## src/rtl/fifo_serial_tx.sv

```systemverilog
// fifo_serial_tx: reader for a fall-through FIFO that serialises each popped
// word onto an asynchronous TX line (start bit, LSB-first data, stop bits).
// Consecutive words are sent back to back with no idle gap between frames.
module fifo_serial_tx #(
  parameter int WIDTH        = 8,
  parameter int CLKS_PER_BIT = 16,
  parameter int STOP_BITS    = 1
) (
  input  logic             clk,
  input  logic             reset,
  input  logic             enable,
  input  logic [WIDTH-1:0] fifo_q,
  input  logic             fifo_q_ready,
  output logic             fifo_q_out_strobe,
  output logic             tx,
  output logic             busy
);

  localparam int STOP_CLKS = STOP_BITS * CLKS_PER_BIT;
  localparam int CW        = $clog2(STOP_CLKS);
  localparam int IW        = $clog2(WIDTH) + 1;

  localparam logic [CW-1:0] BIT_LAST  = CW'(CLKS_PER_BIT - 1);
  localparam logic [CW-1:0] STOP_LAST = CW'(STOP_CLKS - 1);
  localparam logic [IW-1:0] DATA_LAST = IW'(WIDTH - 1);

  typedef enum logic [1:0] {
    IDLE  = 2'd0,
    START = 2'd1,
    DATA  = 2'd2,
    STOP  = 2'd3
  } state_e;

  state_e           state_q, state_d;
  logic [CW-1:0]    cnt_q, cnt_d;
  logic [IW-1:0]    bit_q, bit_d;
  logic [WIDTH-1:0] shreg_q, shreg_d;
  logic             tx_q, tx_d;
  logic             busy_q, busy_d;

  logic             bit_done;
  logic             stop_done;
  logic             take;
  logic [WIDTH-1:0] shreg_shift;

  assign bit_done    = (cnt_q == BIT_LAST);
  assign stop_done   = (cnt_q == STOP_LAST);
  assign shreg_shift = shreg_q >> 1;

  // A pop happens only when idle or on the final stop cycle, so a new frame
  // can chain straight onto the previous one; reset suppresses the pop.
  assign take = enable & fifo_q_ready & ~reset &
                ((state_q == IDLE) | ((state_q == STOP) & stop_done));

  assign fifo_q_out_strobe = take;
  assign tx                = tx_q;
  assign busy              = busy_q;

  // Next-state, counters, shift register and registered line outputs.
  always_comb begin
    state_d = state_q;
    cnt_d   = cnt_q;
    bit_d   = bit_q;
    shreg_d = shreg_q;
    tx_d    = tx_q;
    busy_d  = busy_q;
    case (state_q)
      IDLE: begin
        cnt_d = '0;
        bit_d = '0;
        if (take) begin
          shreg_d = fifo_q;
          state_d = START;
          tx_d    = 1'b0;
          busy_d  = 1'b1;
        end else begin
          tx_d   = 1'b1;
          busy_d = 1'b0;
        end
      end
      START: begin
        if (bit_done) begin
          state_d = DATA;
          cnt_d   = '0;
          bit_d   = '0;
          tx_d    = shreg_q[0];
        end else begin
          cnt_d = cnt_q + CW'(1);
        end
      end
      DATA: begin
        if (bit_done) begin
          cnt_d = '0;
          if (bit_q == DATA_LAST) begin
            state_d = STOP;
            tx_d    = 1'b1;
          end else begin
            bit_d   = bit_q + IW'(1);
            shreg_d = shreg_shift;
            tx_d    = shreg_shift[0];
          end
        end else begin
          cnt_d = cnt_q + CW'(1);
        end
      end
      STOP: begin
        if (stop_done) begin
          cnt_d = '0;
          bit_d = '0;
          if (take) begin
            shreg_d = fifo_q;
            state_d = START;
            tx_d    = 1'b0;
            busy_d  = 1'b1;
          end else begin
            state_d = IDLE;
            tx_d    = 1'b1;
            busy_d  = 1'b0;
          end
        end else begin
          cnt_d = cnt_q + CW'(1);
        end
      end
      default: begin
        state_d = IDLE;
        cnt_d   = '0;
        bit_d   = '0;
        tx_d    = 1'b1;
        busy_d  = 1'b0;
      end
    endcase
  end

  // State register with synchronous reset; reset aborts any frame in flight.
  always_ff @(posedge clk) begin
    if (reset) begin
      state_q <= IDLE;
      cnt_q   <= '0;
      bit_q   <= '0;
      shreg_q <= '0;
      tx_q    <= 1'b1;
      busy_q  <= 1'b0;
    end else begin
      state_q <= state_d;
      cnt_q   <= cnt_d;
      bit_q   <= bit_d;
      shreg_q <= shreg_d;
      tx_q    <= tx_d;
      busy_q  <= busy_d;
    end
  end

endmodule

```

## config.mk

```make
export PLATFORM = sky130hd
export DESIGN_NAME = fifo_serial_tx
export DESIGN_NICKNAME = d
export VERILOG_FILES = /design/src/rtl/fifo_serial_tx.sv
export SDC_FILE = /design/constraint.sdc
export NUM_CORES = 1
export LEC_CHECK = 0
export CAP_MARGIN = 20
export CELL_PAD_IN_SITES_DETAIL_PLACEMENT = 0
export CELL_PAD_IN_SITES_GLOBAL_PLACEMENT = 1
export CORE_UTILIZATION = 40
export DETAILED_ROUTE_END_ITERATION = 16
export GPL_TIMING_DRIVEN = 0
export PLACE_DENSITY_LB_ADDON = 0.1
export SYNTH_ARGS = -nofsm -noshare
export SYNTH_HDL_FRONTEND = slang
export SYNTH_SLANG_ARGS = --single-unit
```

## constraint.sdc

```tcl
create_clock -name clk -period 2.3 [get_ports clk]
set_input_delay 0.69 -clock clk [delete_from_list [all_inputs] [get_ports clk]]
set_output_delay 0.69 -clock clk [all_outputs]
set_load 0.05 [all_outputs]
```

# Yosys cells after proc, flatten, opt, wreduce, memory -nomap -nowiden
# Index checks and enable logic that the tools add are counted.
[totals] latch_bits=0 romBits=0 n_memories=0 inputBits=12 reg_bits=20 mem_bits_rw=0
[classes] reduce_logical=10 n_mul=0 div=0 order_cmp=0 muxes=27 n_shift=0 addsub=2 n_eq_ne=12 bitwise_logic=6
[op_table] op="$mux 8" count=4
[op_table] op="$pmux 8 s3" count=1
[op_table] op="$mux 4" count=4
[op_table] op="$ne 2x2->1 const B" count=6
[op_table] op="$pmux 4 s3" count=1
[op_table] op="$mux 2" count=5
[op_table] op="$add 4x1->4 const B" count=2
[op_table] op="$mux 1" count=8
[op_table] op="$pmux 2 s4" count=1
[op_table] op="$pmux 4 s2" count=1
[op_table] op="$reduce_and 3->1" count=2
[op_table] op="$reduce_and 5->1" count=1
[op_table] op="$and 1x1->1" count=4
[op_table] op="$eq 2x2->1 const B" count=2
[op_table] op="$eq 4x3->1 const B" count=1
[op_table] op="$eq 4x4->1 const B" count=1
[op_table] op="$pmux 1 s4" count=1
[op_table] op="$reduce_and 4->1" count=1
[op_table] op="$reduce_bool 3->1" count=1
[op_table] op="$reduce_or 3->1" count=1
[op_table] op="$eq 2x1->1 const B" count=1
[op_table] op="$logic_not 2->1" count=1
[op_table] op="$ne 2x1->1 const B" count=1
[op_table] op="$pmux 1 s2" count=1
[op_table] op="other kinds (5)" count=5

# Longest topological paths before layout
[depth] ltp_word=7 depth_mapped=8 mapped_depth_nobuf=6

# Worst setup path before layout
# Ideal clock, no wire load.
[synth_path] path_type="in2out" startpoint="input port reset" endpoint="output port fifo_q_out_strobe" n_path_buf=0 arrival_ns=1.614 path_stages=2 required_time_ns=1.610 slack_ns=-0.004 cell_sequence="nand3b_1 > nor2_1"
[synth_via] elab_chain_len=3
[synth_rtl] item="start: declaration" line_no="10" rtl="input logic reset,"
[synth_rtl] item="$not 1->1" line_no="52" rtl="assign take = enable & fifo_q_ready & ~reset &"
[synth_rtl] item="$and 1x1->1 (2 in a row)" line_no="52"
[synth_rtl] item="end: declaration" line_no="14" rtl="output logic fifo_q_out_strobe,"
# Every way passes these cells.

# Worst setup path in the final report
[layout_path] startpoint="register state_q[0]" endpoint="output port fifo_q_out_strobe"
[layout_via] elab_chain_len=4 word_cells_on_any_way=5 classes_between="eq/ne (1); bitwise (3); reduce/logical (1)"
[layout_rtl] item="start: declaration" line_no="34" rtl="state_e state_q, state_d;"
[layout_rtl] item="start signal: assignment" line_no="144" rtl="state_q <= state_d;"
[layout_rtl] item="$eq 2x2->1" line_no="53" rtl="((state_q == IDLE) | ((state_q == STOP) & stop_done));"
[layout_rtl] item="$and 1x1->1" line_no="53"
[layout_rtl] item="$or 1x1->1 *" line_no="53"
[layout_rtl] item="$and 1x1->1 *" line_no="52"
# Every way passes the cells marked *; elsewhere a longest branch is shown, timed or not.

==> reports/metrics.json <==
{
  "run_status": "finished, final reports clean",
  "finalWeightedCongestion": 0.730,
  "maxClockFrequency_mhz": 455,
  "cts_inserted_buffers": 3,
  "detailroute.via_count": 902,
  "placement_rows": 18,
  "synth_enable_flop_cells": 0,
  "critical_path_required_ps": 1610,
  "placeableCoreArea_um2": 2480,
  "crit_family": "flip-flops",
  "cts.sink_count": 20,
  "post_drt_wl_per_cell_um": 13.2,
  "timing.final.max_slew_violations": 0,
  "start_util_pct": 42.5,
  "postSynthRegisterBits": 20,
  "p_leak_nw": 0.470,
  "grt-ovfl-total": 0,
  "final.fill_count": 257,
  "max_slew.worst_pin.slew_ps": 646,
  "power_per_standard_cell_area_nw_per_um2": 863,
  "postSynth.topFlopCell": "sky130_fd_sc_hd__dfxtp_1",
  "finalCriticalPeriod_ps": 2200,
  "dr.pass1.iters": 4,
  "max-clock-path-buffers": 2,
  "critical_path.max_fanout": 4,
  "final_hold_viol_count": 0,
  "seq_area_frac_synth_pct": 38.0,
  "num_antenna_cells": 0,
  "timing.critical_path.slowest_cell_delay_ps": 380,
  "crit_path_cell_trace": "inv_1 -> ha_1 -> a41oi_2 -> nor2_2 -> buf_6",
  "grt-busiest-layer": "met2",
  "criticalPathCategory": "register to output pin",
  "hpwl_um": 1590,
  "crit_arrival_ps": 1510,
  "post_route_cells_drive_above_1_share_pct": 11.8,
  "multi_input_area_um2": 627,
  "design.final.nets": 156,
  "grt_use_met2_pct": 26.9,
  "setup_viol_count_final": 0,
  "syn_inst": 116,
  "routed_wl_um": 2180,
  "synth.area.top_cells": "sky130_fd_sc_hd__dfxtp_1, sky130_fd_sc_hd__mux2i_1, sky130_fd_sc_hd__ha_1",
  "syn_nets": 135,
  "final.period_utilization_pct": 95.5,
  "clock_tree_root_buffer_cell": "sky130_fd_sc_hd__clkbuf_4",
  "dr.first_iter.drc_count": 20,
  "cts-htree-levels": 1,
  "first_global_vias": 844,
  "endpoint_type_of_the_worst_setup_path": "output pin",
  "grt_max_degree": 12,
  "yosysWarnings": 0,
  "area_growth_pct": 22.9,
  "yosysUniqueCellTypes": 31,
  "finalPower_mw": 1.12,
  "place.port_buffers": 14,
  "chipWidth_um": 53.3,
  "cts.reportedPaths.clkPinSlew_ps": 120,
  "grt.met1_usage_pct": 26.0,
  "max_slew_margin_pct": 57.0,
  "area.sequential_um2": 403,
  "grt_setup_unrepaired": "false",
  "route.detailed.vias_per_inst": 5.43,
  "die-height_um": 53.3,
  "grt_pass1_wl_um": 3750,
  "preCtsSetupSlack_ps": -786,
  "use_met3_pct": 2.59,
  "maxCapViolations": 0,
  "post_synthesis_area_per_instance_um2": 9.08,
  "antenna_found_initial": 0,
  "worst_path_max_delay_cell": "sky130_fd_sc_hd__dfxtp_2",
  "drc_errors": 0,
  "design.die.area_um2": 2840,
  "clk-insertion-delay-late_ps": 310,
  "hp-class": "register to register",
  "final-instance-count-excl-fill": 166,
  "synth.cells.most_frequent": "sky130_fd_sc_hd__dfxtp_1, sky130_fd_sc_hd__a21oi_1, sky130_fd_sc_hd__mux2i_1, sky130_fd_sc_hd__nor2_1",
  "startpoint_type": "register",
  "timing.clock.skew_ps": 6.35,
  "final_critical_path_setup_slack_ps": 104,
  "gr-usage-all-layers_pct": 18.3,
  "async_flop_share_pct": 0,
  "netlist_area_um2": 1050,
  "placed_cells": 160,
  "dpl-instance-area_um2": 1230,
  "count_of_buffer_and_inverter_cells_on_the_critical_path": 2,
  "synth_top_area_share_pct": 38.0,
  "cts_tree": "built",
  "yosys.area.top_type": "sky130_fd_sc_hd__dfxtp_1",
  "finalInstanceArea_um2": 1290,
  "rrSetupSlack_ps": 170,
  "cell_with_the_most_instances_after_synthesis": "sky130_fd_sc_hd__dfxtp_1",
  "ant_nets": 0,
  "io_pins": 15,
  "peakVddDrop_uv": 489
}
## cell type report
type / count / area share, %
Multi-Input combinational cell: 88 / 48.4
Sequential cell: 20 / 31.1
Tap cell: 30 / 2.90
Buffer: 5 / 2.13
Inverter: 3 / 0.870
Clock buffer: 4 / 2.80
Timing Repair Buffer: 16 / 11.8
## through the flow
| stage | utilization (%) | hold slack [ps] | TNS, ps |
|---|---|---|---|
| floorplan | - | 418 | 0 |
| global placement | 49.8 | 433 | -2740 |
| detailed placement | 49.8 | 436 | -2670 |
| CTS | 52.2 | 460 | 0 |
| global route | 52.3 | 480 | 0 |
| finish | 52.3 | 455 | 0 |
## sequential cells by signal (all words and copies together), names as in the netlist
register  count
bit_q         4
busy          1
cnt_q         4
shreg_q       8
state_q       2
tx            1
## what timing repair did
action	CTS	global route
endpoints found under the setup margin	1	2
pin swaps	2	0
gates resized for setup	12	2
hold buffers	0	0
buffers inserted	2	0
## cell families (layout without fill, tap and decap cells)
| logic type | Yosys count | in the layout | synth area share (%) |
|---|---|---|---|
| buffers and inverters | 8 | 28 | 3.68 |
| flip-flops | 20 | 20 | 38.0 |
| multiplexers | 11 | 11 | 10.5 |
| XOR/XNOR | 2 | 2 | 1.66 |
| AO/OA/AOI/OAI | 31 | 31 | 19.4 |
| AND/OR/NAND/NOR | 37 | 37 | 18.5 |
| adder cells (fa/ha/maj) | 7 | 7 | 8.31 |
## report_power, final
group	switching, mW	leakage [nW]	internal (mW)	total, mW
registers	0.0381	0.163	0.408	0.446
clock network	0.115	0.0210	0.0966	0.212
logic	0.258	0.285	0.201	0.459
total	0.412	0.470	0.706	1.12
## final timing paths
| kind | from | to | depth (start not counted) |
|---|---|---|---|
| worst max-delay path | state_q[0] | fifo_q_out_strobe | 5 |
| worst min-delay path | cnt_q[0] | cnt_q[0] | 1 |
| worst max register to register | state_q[0] | state_q[1] | 7 |
| worst min register to register | cnt_q[0] | cnt_q[0] | 1 |
## routing by layer
| metal | vias to the layer above | part of all wire (%) |
|---|---|---|
| li1 | 465 | - |
| met1 | 424 | 51 |
| met2 | 11 | 46 |
| met3 | 2 | 2.5 |
| met4 | 0 | 0.69 |
| met5 | - | 0 |
## cells in the final DEF (no fill, tap or decap), types with 2 or more instances in the layout
cell type | synthesis | layout
sky130_fd_sc_hd__nor2_1 | 11 | 10
sky130_fd_sc_hd__clkdlybuf4s50_1 | 0 | 10
sky130_fd_sc_hd__and2_1 | 3 | 3
sky130_fd_sc_hd__dfxtp_2 | 0 | 2
sky130_fd_sc_hd__a21oi_1 | 12 | 12
sky130_fd_sc_hd__nand2b_1 | 2 | 2
sky130_fd_sc_hd__buf_6 | 1 | 2
sky130_fd_sc_hd__dfxtp_1 | 20 | 18
sky130_fd_sc_hd__clkbuf_1 | 3 | 3
sky130_fd_sc_hd__o21ai_0 | 3 | 3
sky130_fd_sc_hd__ha_1 | 7 | 6
sky130_fd_sc_hd__a22oi_1 | 2 | 2
sky130_fd_sc_hd__clkbuf_4 | 0 | 3
sky130_fd_sc_hd__a211oi_1 | 7 | 7
sky130_fd_sc_hd__nand3_1 | 6 | 6
sky130_fd_sc_hd__nand2_1 | 4 | 4
sky130_fd_sc_hd__mux2i_1 | 11 | 11
sky130_fd_sc_hd__nor3_1 | 3 | 3
sky130_fd_sc_hd__buf_4 | 0 | 2
sky130_fd_sc_hd__inv_1 | 3 | 3
sky130_fd_sc_hd__and3_1 | 3 | 3
sky130_fd_sc_hd__nand3b_1 | 2 | 2
sky130_fd_sc_hd__dlygate4sd2_1 | 0 | 3
Power figures use the tool's default switching activity.
